## src/rtl/stack_seq_pkg.sv

```systemverilog
// Shared types and parameter checks for the stack sequencer.
package stack_seq_pkg;

  typedef enum logic [1:0] {
    OP_NONE = 2'd0,
    OP_CALL = 2'd1,
    OP_RET  = 2'd2,
    OP_RETI = 2'd3
  } seq_op_t;

  typedef enum logic [2:0] {
    ST_IDLE,
    ST_DRAIN,
    ST_PUSH_PC,
    ST_PUSH_FLAGS,
    ST_POP_FLAGS,
    ST_POP_PC
  } seq_state_t;

  function automatic bit widths_ok(
    input int pc_w,
    input int word_w,
    input int flag_w,
    input int drain
  );
    return (word_w > 0) && (pc_w >= word_w) &&
           (pc_w % word_w == 0) && (flag_w <= word_w) &&
           (drain >= 1);
  endfunction

endpackage

```

## src/rtl/pc_word_serdes.sv

```systemverilog
// Word-wise PC serialiser (MS word first) and
// deserialiser (LS word first) sharing one index counter.
module pc_word_serdes #(
  parameter int PC_W   = 32,
  parameter int WORD_W = 16
) (
  input  logic              clk,
  input  logic              reset,
  input  logic              i_load,
  input  logic [PC_W-1:0]   i_load_val,
  input  logic              i_step,
  input  logic              i_deser,
  input  logic [WORD_W-1:0] i_word,
  output logic [WORD_W-1:0] o_word,
  output logic [PC_W-1:0]   o_pc,
  output logic              o_done
);

  localparam int NWORDS = PC_W / WORD_W;
  localparam int IW = (NWORDS > 1) ? $clog2(NWORDS) : 1;

  logic [PC_W-1:0] r_reg;
  logic [IW-1:0]   r_idx;

  always_ff @(posedge clk or posedge reset) begin
    if (reset) begin
      r_reg <= '0;
      r_idx <= '0;
    end else if (i_load) begin
      r_reg <= i_load_val;
      r_idx <= '0;
    end else if (i_step) begin
      if (i_deser)
        r_reg[int'(r_idx)*WORD_W +: WORD_W] <= i_word;
      else
        r_reg <= r_reg << WORD_W;
      r_idx <= o_done ? '0 : r_idx + IW'(1);
    end
  end

  assign o_word = r_reg[PC_W-1 -: WORD_W];
  assign o_pc   = r_reg;
  assign o_done = (r_idx == IW'(NWORDS - 1));

endmodule

```

## src/rtl/stack_seq_ctrl.sv

```systemverilog
// Multi-cycle CALL/RET/RETI/interrupt stack sequencer
// that stalls decode while it pushes or pops the PC.
module stack_seq_ctrl
  import stack_seq_pkg::*;
#(
  parameter int              PC_W         = 32,
  parameter int              WORD_W       = 16,
  parameter int              FLAG_W       = 4,
  parameter int              DRAIN_CYCLES = 4,
  parameter logic [PC_W-1:0] INT_VECTOR   = '0
) (
  input  logic              clk,
  input  logic              reset,
  input  logic              int_req,
  input  logic              op_valid,
  input  logic [1:0]        op_kind,
  input  logic [PC_W-1:0]   pc_in,
  input  logic [FLAG_W-1:0] flags_in,
  input  logic [WORD_W-1:0] pop_data,
  input  logic              pop_data_valid,
  output logic              busy,
  output logic              clear_instruction,
  output logic              push_valid,
  output logic [WORD_W-1:0] push_data,
  output logic              pop_valid,
  output logic              pc_load,
  output logic [PC_W-1:0]   pc_load_value,
  output logic              flags_load,
  output logic [FLAG_W-1:0] flags_load_value,
  output logic              int_ack
);

  if (!widths_ok(PC_W, WORD_W, FLAG_W, DRAIN_CYCLES)) begin : g_bad
    $error("stack_seq_ctrl: illegal width parameters");
  end

  localparam int DW = $clog2(DRAIN_CYCLES + 1);

  seq_state_t        r_state;
  seq_op_t           w_op;
  logic [DW-1:0]     r_drain;
  logic              r_int_pending;
  logic              r_pop_out;
  logic              r_is_int;
  logic [FLAG_W-1:0] r_flags_cap;
  logic              r_push_valid;
  logic              r_push_flags;
  logic              r_pop_valid;
  logic              r_pc_load;
  logic              r_pc_vec;
  logic              r_flags_load;
  logic [FLAG_W-1:0] r_flags_val;
  logic              r_int_ack;
  logic              r_clear;

  logic              w_int;
  logic              w_pop_arrive;
  logic              w_ser_load;
  logic              w_ser_step;
  logic              w_ser_deser;
  logic              w_ser_done;
  logic [WORD_W-1:0] w_ser_word;
  logic [PC_W-1:0]   w_ser_pc;

  assign w_op         = seq_op_t'(op_kind);
  assign w_int        = r_int_pending | int_req;
  assign w_pop_arrive = r_pop_out & pop_data_valid;

  always_comb begin
    w_ser_load  = 1'b0;
    w_ser_step  = 1'b0;
    w_ser_deser = 1'b0;
    unique case (r_state)
      ST_IDLE:    w_ser_load = w_int | op_valid;
      ST_PUSH_PC: w_ser_step = 1'b1;
      ST_POP_PC: begin
        w_ser_step  = w_pop_arrive;
        w_ser_deser = 1'b1;
      end
      default: ;
    endcase
  end

  pc_word_serdes #(
    .PC_W   (PC_W),
    .WORD_W (WORD_W)
  ) u_serdes (
    .clk        (clk),
    .reset      (reset),
    .i_load     (w_ser_load),
    .i_load_val (pc_in),
    .i_step     (w_ser_step),
    .i_deser    (w_ser_deser),
    .i_word     (pop_data),
    .o_word     (w_ser_word),
    .o_pc       (w_ser_pc),
    .o_done     (w_ser_done)
  );

  always_ff @(posedge clk or posedge reset) begin
    if (reset) begin
      r_state       <= ST_IDLE;
      r_drain       <= '0;
      r_int_pending <= 1'b0;
      r_pop_out     <= 1'b0;
      r_is_int      <= 1'b0;
      r_flags_cap   <= '0;
      r_push_valid  <= 1'b0;
      r_push_flags  <= 1'b0;
      r_pop_valid   <= 1'b0;
      r_pc_load     <= 1'b0;
      r_pc_vec      <= 1'b0;
      r_flags_load  <= 1'b0;
      r_flags_val   <= '0;
      r_int_ack     <= 1'b0;
      r_clear       <= 1'b0;
    end else begin
      r_push_valid <= 1'b0;
      r_push_flags <= 1'b0;
      r_pop_valid  <= 1'b0;
      r_pc_load    <= 1'b0;
      r_pc_vec     <= 1'b0;
      r_flags_load <= 1'b0;
      r_flags_val  <= '0;
      r_int_ack    <= 1'b0;
      r_clear      <= 1'b0;

      // The acknowledge cycle retires the request
      if (r_int_ack)
        r_int_pending <= 1'b0;
      else if (int_req)
        r_int_pending <= 1'b1;

      unique case (r_state)
        ST_IDLE: begin
          if (w_int) begin
            r_state     <= ST_DRAIN;
            r_flags_cap <= flags_in;
            r_is_int    <= 1'b1;
            r_clear     <= 1'b1;
            r_drain     <= DW'(DRAIN_CYCLES - 1);
          end else if (op_valid) begin
            unique case (w_op)
              OP_CALL: begin
                r_state      <= ST_PUSH_PC;
                r_is_int     <= 1'b0;
                r_push_valid <= 1'b1;
              end
              OP_RET: begin
                r_state     <= ST_POP_PC;
                r_pop_valid <= 1'b1;
                r_pop_out   <= 1'b1;
              end
              OP_RETI: begin
                r_state     <= ST_POP_FLAGS;
                r_pop_valid <= 1'b1;
                r_pop_out   <= 1'b1;
              end
              default: ;
            endcase
          end
        end
        ST_DRAIN: begin
          if (r_drain == '0) begin
            r_state      <= ST_PUSH_PC;
            r_push_valid <= 1'b1;
          end else begin
            r_drain <= r_drain - DW'(1);
            r_clear <= 1'b1;
          end
        end
        ST_PUSH_PC: begin
          if (!w_ser_done) begin
            r_push_valid <= 1'b1;
          end else if (r_is_int) begin
            r_state      <= ST_PUSH_FLAGS;
            r_push_valid <= 1'b1;
            r_push_flags <= 1'b1;
            r_pc_load    <= 1'b1;
            r_pc_vec     <= 1'b1;
            r_int_ack    <= 1'b1;
          end else begin
            r_state <= ST_IDLE;
          end
        end
        ST_PUSH_FLAGS: r_state <= ST_IDLE;
        ST_POP_FLAGS: begin
          if (w_pop_arrive) begin
            r_state      <= ST_POP_PC;
            r_flags_load <= 1'b1;
            r_flags_val  <= pop_data[FLAG_W-1:0];
            r_pop_valid  <= 1'b1;
          end
        end
        ST_POP_PC: begin
          if (r_pc_load) begin
            r_state <= ST_IDLE;
          end else if (w_pop_arrive) begin
            if (w_ser_done) begin
              r_pop_out <= 1'b0;
              r_pc_load <= 1'b1;
            end else begin
              r_pop_valid <= 1'b1;
            end
          end
        end
        default: r_state <= ST_IDLE;
      endcase
    end
  end

  assign busy              = (r_state != ST_IDLE);
  assign clear_instruction = r_clear;
  assign push_valid        = r_push_valid;
  assign push_data         = !r_push_valid ? '0 :
                             r_push_flags  ? WORD_W'(r_flags_cap) :
                                             w_ser_word;
  assign pop_valid         = r_pop_valid;
  assign pc_load           = r_pc_load;
  assign pc_load_value     = !r_pc_load ? '0 :
                             r_pc_vec   ? INT_VECTOR : w_ser_pc;
  assign flags_load        = r_flags_load;
  assign flags_load_value  = r_flags_val;
  assign int_ack           = r_int_ack;

endmodule
```

## config.mk

```make
export PLATFORM = sky130hd
export DESIGN_NAME = stack_seq_ctrl
export DESIGN_NICKNAME = d
export VERILOG_FILES = /design/src/rtl/stack_seq_pkg.sv /design/src/rtl/pc_word_serdes.sv /design/src/rtl/stack_seq_ctrl.sv
export SDC_FILE = /design/constraint.sdc
export NUM_CORES = 1
export LEC_CHECK = 0
export BUFFER_PORTS_ARGS = -buffer_cell sky130_fd_sc_hd__buf_2
export CAP_MARGIN = 20
export CORE_ASPECT_RATIO = 1.5
export CORE_MARGIN = 2
export CORE_UTILIZATION = 40
export DETAILED_ROUTE_END_ITERATION = 8
export MAX_ROUTING_LAYER = met4
export PLACE_DENSITY = 0.74
export SLEW_MARGIN = 20
export SYNTH_ARGS = -nofsm -noshare
export SYNTH_HDL_FRONTEND = slang
export SYNTH_SLANG_ARGS = --single-unit
```

## constraint.sdc

```tcl
create_clock -name clk -period 3.1 [get_ports clk]
set_input_delay 0.155 -clock clk [delete_from_list [all_inputs] [get_ports clk]]
set_output_delay 0.155 -clock clk [all_outputs]
set_load 0.03 [all_outputs]
```

==> impl_summary.md <==
Route
The total wire length after detailed routing is 9150 um. In this run, the number of DRC markers left after iteration 0 of detailed routing was ~250. The DRC violation count after routing is 0. After detailed routing, the average wire length per cell comes to roughly 16 um. The number of detailed-routing iterations run before antenna repair is 4. Once detail routing completed, the nets flagged for antenna violations numbered 0.

The via density per instance is 5.39. Across all layers, the routed design uses 3032 vias.

Power and ir drop
Of the total power, registers draw 0.399. The power share of the combinational group is 0.415. The clock network power share is 0.186. IR analysis of the VDD net gives a maximum drop of approximately 0.3 mV. The total power of the final layout is 3.09 mW.

The power spent charging and discharging nets is 1.21 mW. The internal power of the cells totals about 1.9 mW. The switching part of the total power is 0.393. The static power due to leakage is just over 2 nW. Power spread over the standard cell area amounts to 749 nW/um^2.

GRT
For this run the aggregate overflow at the end of global routing stands at 0. The global routing usage on met2 is 0.372. The global routing stage identified its most utilized layer as met2. The initial antenna violation count came to 0. In the global route stage, met3 resource usage came out at 0.0325. For met1 alone, demand over resource in global routing was 0.229.

For this run, the total global-route usage over all layers was measured as 0.209. The number of global-route vias before repair came to 2898. The pin count of the biggest net entering global routing is 33.

The first global-routing pass estimated approximately 15000 um of wire.

Timing
The final-report hold violation count was 0. Across the routed clock network, the largest skew measured is between 7 and 8 ps. The final-layout worst hold slack is 95.3 ps. For the pin with the worst max-slew slack, the measured transition is slightly below 1000 ps. The headroom to the max-slew limit is 0.338.

The total setup violations reported at the end of the flow is 0. The peak clock frequency supported by timing is approximately 0.41 GHz. Setup repair after global routing left no endpoint under its margin. In the final timing run, aggregate negative setup slack is 0 ps. The number of pins exceeding their max-slew limit in the final report is 0. Counting I/O delays and the setup requirement, the final critical path takes around 2400 ps. Dividing the final minimum period by the clock period gives 0.778. Across all setup checks in the final design, the least slack found is between 600 and 700 ps.

Flow run
The max-cap violation count is 0.

Floorplanning
For this configuration, the core starts out at a cell density of 0.406. The die is roughly 80 um wide. The vertical die dimension is 117 um. Pin placement for this block handled ~120 I/O pins. The number of placement rows is 41. The floorplan step defined a die boundary enclosing about 9200 sq um. The standard cell core area is between 8000 and 9000 sq um.

Place
The area of placed instances is 3970 sq um. The HPWL after detailed placement is 7080 um. The routability-driven placement congestion ratio is just under 0.9. The worst setup slack after placement is between 600 and 700 ps. The number of placed instances with taps included is 554. Port buffering added 117 buffers.

Critical path
The critical path is of the reg2reg type. The capturing element type of the critical path is a flop. Of all nets on the critical path, the largest fanout is 20. The required time at the worst-slack endpoint is between 3000 and 4000 ps. For the worst setup path, the data arrival time is around 2600 ps. The kind of start point of the critical path is a flop.

CTS
TritonCTS built the clock tree. The clock slew at the register clock pins of the worst setup and hold paths is 70 ps. Clock latency on the worst-skew pair, taken at its later pin, is between 200 and 300 ps. Clock tree synthesis found a total of 56 sinks. Once the clock tree was built, the setup fixing pass inserted 0 buffers. The total CTS buffers is 5. Post-CTS repair changed the size of 0 cells. The clock tree buffer depth is 2. The deepest level of the CTS H-tree is 2. After clock tree synthesis, the flow added hold-fix buffers numbering 1. The clock tree root driver cell is clkbuf_16.

Logic synthesis
The total of warnings raised by yosys is 0. The post-synthesis net count is roughly 400. The sequential area share after synthesis is 0.415. The average cell area after synthesis is 9.62 sq um.

In the synthesized netlist the dominant register cell turns out to be dfrtp_1. For this run, asynchronously set or reset flops after synthesis account for 1.00. The summed instance area of the synthesized netlist is roughly 3400 sq um.

Synthesis produced a netlist whose cell count is 351. The unique cell type count in the Yosys netlist is 43. The largest area contributor in the synthesized netlist is dfrtp_1.

The synthesized design contains 0 enable-type register cells. The synthesis-stage register bit count is between 50 and 60. Of the post-synthesis cell area, the dominant cell type holds 0.415. In the post-synthesis netlist, the biggest area contributors are dfrtp_1 42%, and2_1 8.9%, mux2_2 6.7%.

Hold path
The path class of the lowest-slack min-delay path is in2reg.

Finish
The total number of nets in the final design is a little over 500. From synthesis to final layout, the design area changed by 22.2%. 0 antenna diodes ended up in the layout. Once layout is complete, the utilization of the core stands at 0.496. After the flow finishes, the layout carries non-filler instances totaling about 560.

Of the cells placed in the final design, the portion with a size suffix greater than 1 is 0.346. The final instance area is between 4000 and 5000 sq um.

Status
The run finished with clean final reports.
## cell families after synthesis
| kind of cell | share of synthesized area |
|---|---|
| simple gates | 0.231 |
| flops | 0.415 |
| buf+inv | 0.0778 |
| compound gates | 0.137 |
| fa+ha+maj | 0.00741 |
| mux | 0.129 |
| xor+xnor | 0.00259 |
## cells in the mapped netlist (3+ instances only)
cell       n
dfrtp_1   56
and2_1    48
inv_1     24
nand2_1   22
nor3_1    22
mux2_2    20
mux2i_1   20
a31oi_1   18
nand3_1   18
a22oi_1   17
nor2_1    11
clkbuf_1  10
buf_6      8
nor2b_1    7
buf_2      6
a21oi_1    4
o22ai_1    4
nand2b_1   3
o21ai_0    3
## power groups by stage
stage	registers, mW	clock network (mW)	logic (mW)
global placement	1.23	0	1.24
finish	1.23	0.573	1.28
detailed placement	1.24	0	1.28
CTS	1.23	0.578	1.29
global route	1.27	0.608	1.43
floorplan	1.13	0	1.08
## metal layers
| layer | up-vias | share of wire |
|---|---|---|
| met4 | 0 | 0.037 |
| li1 | 1437 | - |
| met1 | 1458 | 0.38 |
| met3 | 25 | 0.044 |
| met5 | - | 0 |
| met2 | 112 | 0.54 |
## sequential cells by signal (all words and copies together) (netlist names), 3 cells and up
signal	count
r_drain	3
u_serdes.o_pc	32
r_flags_cap	4
r_state	3
flags_load_value	4
## critical path: stages (launching register included)
cell and delay, ps:
dfrtp_1 750, nand3b_4 360, o31ai_4 580, buf_4 260, mux2_2 340
## final timing paths
path                           startpoint             endpoint  slack [ps]  cells after the start
setup / recovery               r_state[0]    u_serdes.o_pc[21]         690                      4
hold / removal                flags_in[1]       r_flags_cap[1]         100                      2
setup reg to reg               r_state[0]    u_serdes.o_pc[21]         690                      4
hold reg to reg            r_flags_cap[2]       r_flags_cap[2]         510                      1
max in group asynchronous           reset    u_serdes.o_pc[31]        1810                      4
min in group asynchronous           reset  flags_load_value[3]         490                      3
## cell type report
cell class	instances	area [sq um]
well taps	107	134
repair buffers	123	633
inverters	24	90.1
flip-flops and latches	56	1400
multi-input cells	245	1720
clock buffers	8	146
fillers	802	4190
## placed cells by master, fill, tap and decap left out, types with 2 or more instances in the layout
master / count
ha_1: 2
o21ai_0: 3
inv_1: 23
o22ai_1: 4
mux2i_1: 20
dfrtp_1: 56
nor2b_1: 6
a31oi_1: 18
a22oi_1: 17
nor3_1: 21
clkbuf_16: 5
a32o_1: 2
buf_4: 5
o32ai_1: 2
mux2_2: 20
nand2b_1: 3
buf_2: 117
nor2_1: 11
and2_1: 48
a21o_1: 2
nand2_1: 22
nand3_1: 18
o31ai_4: 2
a21oi_1: 4
clkbuf_1: 2
nor3_2: 2
(Power assumes the default switching activity.)
